--- src/rtl/nrisc_pkg.sv ---
// rtl/nrisc_pkg.sv - shared widths and arbiter FSM state encodings
package nrisc_pkg;
   localparam int WIDTH_DFLT = 8;
   localparam int OPW_DFLT   = 3;
   localparam int SHW_DFLT   = 3;

   typedef enum logic [1:0] {
      ST_IDLE = 2'd0,
      ST_EXEC = 2'd1,
      ST_RESP = 2'd2
   } state_t;
endpackage

--- src/rtl/rr_arbiter2.sv ---
// rtl/rr_arbiter2.sv - two-input grant logic, round-robin or fixed priority
module rr_arbiter2 (
   input  logic [1:0] req_i,
   input  logic       fixed_prio_i,
   input  logic       last_grant_i,
   output logic [1:0] grant_o
);
   // last_grant_i names the port served last; on a tie the other port wins
   always_comb begin
      grant_o = 2'b00;
      case (req_i)
         2'b01:   grant_o = 2'b01;
         2'b10:   grant_o = 2'b10;
         2'b11:   grant_o = (fixed_prio_i || last_grant_i) ? 2'b01 : 2'b10;
         default: grant_o = 2'b00;
      endcase
   end
endmodule

--- src/rtl/alu_arbiter.sv ---
// rtl/alu_arbiter.sv - shares one ALU between core (port 0) and aux (port 1) requesters
module alu_arbiter
   import nrisc_pkg::*;
#(
   parameter int WIDTH       = WIDTH_DFLT,
   parameter int OPW         = OPW_DFLT,
   parameter int SHW         = SHW_DFLT,
   parameter int ALU_LATENCY = 1,
   parameter int FIXED_PRIO  = 0
) (
   input  logic             clock,
   input  logic             reset,
   input  logic [1:0]       req_valid,
   output logic [1:0]       req_ready,
   input  logic [OPW-1:0]   req_op0,
   input  logic [OPW-1:0]   req_op1,
   input  logic [WIDTH-1:0] req_a0,
   input  logic [WIDTH-1:0] req_a1,
   input  logic [WIDTH-1:0] req_b0,
   input  logic [WIDTH-1:0] req_b1,
   input  logic [SHW-1:0]   req_shamt0,
   input  logic [SHW-1:0]   req_shamt1,
   output logic [1:0]       resp_valid,
   output logic [WIDTH-1:0] resp_data,
   output logic             resp_zero,
   output logic             busy,
   output logic [OPW-1:0]   alu_control,
   output logic [WIDTH-1:0] alu_a,
   output logic [WIDTH-1:0] alu_b,
   output logic [SHW-1:0]   alu_shamt,
   input  logic [WIDTH-1:0] alu_out,
   input  logic             alu_zero
);
   localparam logic [2:0] LAT_LOAD = 3'(ALU_LATENCY);

   state_t           state_q;
   logic             owner_q;
   logic             last_grant_q;
   logic [2:0]       cnt_q;
   logic [1:0]       resp_valid_q;
   logic [WIDTH-1:0] resp_data_q;
   logic             resp_zero_q;
   logic [OPW-1:0]   alu_control_q;
   logic [WIDTH-1:0] alu_a_q;
   logic [WIDTH-1:0] alu_b_q;
   logic [SHW-1:0]   alu_shamt_q;
   logic [1:0]       grant;
   logic             sel_d;

   rr_arbiter2 u_arb (
      .req_i        (req_valid),
      .fixed_prio_i (FIXED_PRIO != 0),
      .last_grant_i (last_grant_q),
      .grant_o      (grant)
   );

   assign req_ready = (state_q == ST_IDLE) ? grant : 2'b00;
   assign sel_d     = req_ready[1];

   always_ff @(posedge clock or negedge reset) begin
      if (!reset) begin
         state_q       <= ST_IDLE;
         owner_q       <= 1'b0;
         last_grant_q  <= 1'b1;
         cnt_q         <= 3'd0;
         resp_valid_q  <= 2'b00;
         resp_data_q   <= '0;
         resp_zero_q   <= 1'b0;
         alu_control_q <= '0;
         alu_a_q       <= '0;
         alu_b_q       <= '0;
         alu_shamt_q   <= '0;
      end else begin
         resp_valid_q <= 2'b00;
         case (state_q)
            ST_IDLE: begin
               if (|req_ready) begin
                  owner_q       <= sel_d;
                  last_grant_q  <= sel_d;
                  alu_control_q <= sel_d ? req_op1    : req_op0;
                  alu_a_q       <= sel_d ? req_a1     : req_a0;
                  alu_b_q       <= sel_d ? req_b1     : req_b0;
                  alu_shamt_q   <= sel_d ? req_shamt1 : req_shamt0;
                  cnt_q         <= LAT_LOAD;
                  state_q       <= ST_EXEC;
               end
            end
            ST_EXEC: begin
               // Capture on the final counted cycle so the pulse lands at T+ALU_LATENCY+1
               if (cnt_q == 3'd1) begin
                  resp_data_q  <= alu_out;
                  resp_zero_q  <= alu_zero;
                  resp_valid_q <= {owner_q, ~owner_q};
                  state_q      <= ST_RESP;
               end else begin
                  cnt_q <= cnt_q - 3'd1;
               end
            end
            ST_RESP: state_q <= ST_IDLE;
            default: state_q <= ST_IDLE;
         endcase
      end
   end

   assign resp_valid  = resp_valid_q;
   assign resp_data   = resp_data_q;
   assign resp_zero   = resp_zero_q;
   assign busy        = (state_q != ST_IDLE);
   assign alu_control = alu_control_q;
   assign alu_a       = alu_a_q;
   assign alu_b       = alu_b_q;
   assign alu_shamt   = alu_shamt_q;
endmodule

--- config.mk ---
export PLATFORM = sky130hd
export DESIGN_NAME = alu_arbiter
export DESIGN_NICKNAME = d
export VERILOG_FILES = /design/src/rtl/nrisc_pkg.sv /design/src/rtl/rr_arbiter2.sv /design/src/rtl/alu_arbiter.sv
export SDC_FILE = /design/constraint.sdc
export NUM_CORES = 1
export LEC_CHECK = 0
export BUFFER_PORTS_ARGS = -buffer_cell sky130_fd_sc_hd__clkbuf_2
export CAP_MARGIN = 30
export CORE_AREA = 2 2 85 66
export DETAILED_ROUTE_END_ITERATION = 7
export DIE_AREA = 0 0 87 68
export GPL_ROUTABILITY_DRIVEN = 0
export PLACE_DENSITY = 0.78
export SLEW_MARGIN = 0
export SYNTH_ARGS = -nofsm -noshare
export SYNTH_HDL_FRONTEND = slang
export SYNTH_SLANG_ARGS = --single-unit
--- constraint.sdc ---
create_clock -name clock -period 1.8 [get_ports clock]
set_input_delay 0.27 -clock clock [delete_from_list [all_inputs] [get_ports clock]]
set_output_delay 0.27 -clock clock [all_outputs]
set_load 0.05 [all_outputs]
==> run summary <==
Worst-Skew Late Latency: 300 ps
Cells after synthesis: 160
Commonest cells after routing, fill and taps aside: clkbuf_2, dfrtp_1, nor3b_1, and4_1, a221o_1
CP max FO: 25
First-pass GRT wire length: 7450 um
Area grow syn2layout: 34.4%
Most common flop cell mapped by yosys: dfrtp_1
Placed cells: 309
DRC Markers: 0
Finished Layout Cells: 318
CTS tree: built
Hold path start: alu_out[3]
Fill count: 455
GRT met1 Usage: 22.8%
Initial Util: 38.3%
Die Area: 5920 um2
Multi-input gate area: 865 um2
Crit path required time: 1530 ps
Max transition margin: 38.2%
#FFs+latches synth: 40
Core footprint: 5150 um2
R2R Setup Slk: 260 ps
Final hold vios: 0
Syn Nets: 219
Initial antenna violation count: 0
Max Cap Viol: 0
Comb pwr share: 58.4%
Seq pwr share: 28.4%
Most common cell after layout, fill and taps aside: clkbuf_2
Maximum clock frequency: 563 MHz
Setup crit start kind: flop
Ranking of synthesized cells by area: dfrtp_1, a221o_1, and4_1, nor3b_1, mux2_2
GRT Residual Overflow: 0
Met2 GRT Util: 26.5%
Site row count: 23
Initial drt markers: 112
Routed Antenna Nets: 0
Hold Path Depth: 2
Routed len/inst: 15.7 um
Die Y: 68 um
Vias post-DR: 1,682
H-Tree Depth: 2
Pint: 2.70 mW
Tmin final: 1780 ps
Synth top area share: 49.5%
Port Buf Inserts: 92
Sw Ratio: 51.5%
Cell Area, Synth: 1970 um2
Asr flop ratio synth: 100%
Die W: 87 um
Pin count of the biggest net entering global routing: 32
CTS Buf Count: 5
Nets: 314
Post-synth EDFFs: 0
Unrepaired setup endpoints after global routing: yes
Vias per inst: 5.29
HP Class: input port to flop
Clock Skew: 8.36 ps
WS Path Type: flop to output pin
Slew of the pin with the lowest slew margin: 927 ps
Ratio of cells with drive above 1 in the final layout: 48.4%
Clock slew at reported path FFs: 70 ps
Vias in the first global route: 1,504
VDD IR-drop max: 0.833 mV
IO Pins: 93
Clock root buffer: clkbuf_8
FF-to-FF End: resp_data[1]$_DFFE_PN0P_
Status: finished, final reports clean
Final cycle utilization of the critical path: 98.7%
Top cell type by total area after synthesis: dfrtp_1
Dpl hpwl: 3720 um
Maximum root-to-sink buffer count: 2
Worst Hold Path EP: resp_data[3]$_DFFE_PN0P_
ANT cells: 0
Final setup viols: 0
Clock sinks: 40
Met3 Usage GRT: 3.26%
CP endpoint kind: output pin
Post-route cell area: 2650 um2
Final wirelength: 4980 um
Register area share after synthesis: 50.8%
Pwr Density: 2100 nW/um2
Avg Synthesized Cell Area: 12.3 um2
Max-slew violation count: 0
GRT Total Usage: 16.8%
CP arrival: 1510 ps
RR Startpoint: cnt_q[1]$_DFFE_PN0P_
Netlist cell types: 31
Area post-placement: 2530 um2
YS warnings: 0
Register area: 1000 um2
Clock network power share: 13.2%
GRT Max-Usage Layer: met2
Reg2Reg Depth: 6
Detailed Routing Iterations Pass 1: 4
P_sw: 2.86 mW
P_leak: 1.29 nW
-- power by group through the flow --
stage | registers [mW] | logic, mW | clock network (mW)
6_report | 1.58 | 3.25 | 0.733
5_1_grt | 1.64 | 3.46 | 0.794
3_3_place_gp | 1.58 | 3.19 | 0
2_1_floorplan | 2.88 | 1.16 | 0
3_5_place_dp | 1.60 | 3.26 | 0
4_1_cts | 1.58 | 3.26 | 0.754
-- final cells by class --
type                            instances  share of cell area, %
Sequential cell                        40                   37.8
Multi-Input combinational cell        100                   32.6
Timing Repair Buffer                  103                   21.7
Tap cell                               62                   2.93
Clock buffer                            5                   2.60
Clock inverter                          3                   1.61
Inverter                                5                  0.708
-- Yosys cell counts (2+ instances only) --
library cell / instances
nor2_1: 2
clkbuf_1: 4
inv_1: 4
mux2_1: 4
o22ai_1: 2
dfrtp_1: 39
mux2_2: 6
buf_2: 6
nor3b_1: 22
a221o_1: 22
buf_6: 2
nand2_1: 2
nand2b_1: 2
buf_4: 3
a21o_1: 2
and4_1: 22
ha_1: 2
-- sequential cells by signal (all words and copies together), names as in the netlist --
register	flops
alu_a	8
last_grant_q	1
cnt_q	3
alu_shamt	3
resp_valid	2
owner_q	1
alu_b	8
resp_data	8
state_q	2
resp_zero	1
alu_control	3
-- timing repair --
action                                  CTS  global route
buffers inserted                          0             0
endpoints found under the setup margin    0             2
hold buffers                              1             0
resized for setup                         0             2
hold endpoints to repair                  9             0
-- how the worst max path moves through the flow --
stage                                 from                          to  slack (ps)  cells past startpoint
finish              state_q[0]$_DFFE_PN0P_                        busy          20                      3
floorplan           state_q[0]$_DFFE_PN0P_                req_ready[0]         140                      4
detailed placement            req_valid[1]        alu_a[3]$_DFFE_PN0P_         260                      3
CTS                 state_q[0]$_DFFE_PN0P_                        busy          30                      3
global placement              req_valid[1]  alu_control[2]$_DFFE_PN0P_         330                      3
global route        state_q[0]$_DFFE_PN0P_                        busy         -40                      3
-- cells by family after synthesis --
kind of cell               after synthesis  share of synthesized area, %
AOI/OAI and AO/OA                       30                          13.9
and+or+nand+nor                         57                          22.3
adders and majority gates                2                          1.27
DFF                                     40                          50.8
buffers and inverters                   20                          5.52
muxes                                   11                          6.22
-- metal layers --
layer / share of wire (%) / routed length [um]
met5: 0 / 0
met4: 1.4 / 72
met3: 4.9 / 245
met2: 48 / 2410
met1: 45 / 2250
-- stage by stage --
stage	total power, mW	util, %	hold WS [ps]	setup slack [ps]	TNS, ps
after CTS	5.59	51.4	190	30.5	0
final	5.56	51.4	195	23.4	0
after floorplan	4.05	-	-25.6	145	0
after global placement	4.78	49.0	138	327	0
after global routing	5.89	51.4	192	-35.8	-43.9
after detailed placement	4.86	49.0	137	257	0
-- critical path, stage by stage, from the launching register on --
cell	delay (ps)
dfrtp_1	400
nor2_4	80
inv_2	360
clkbuf_2	360
Power figures use the tool's default switching activity.
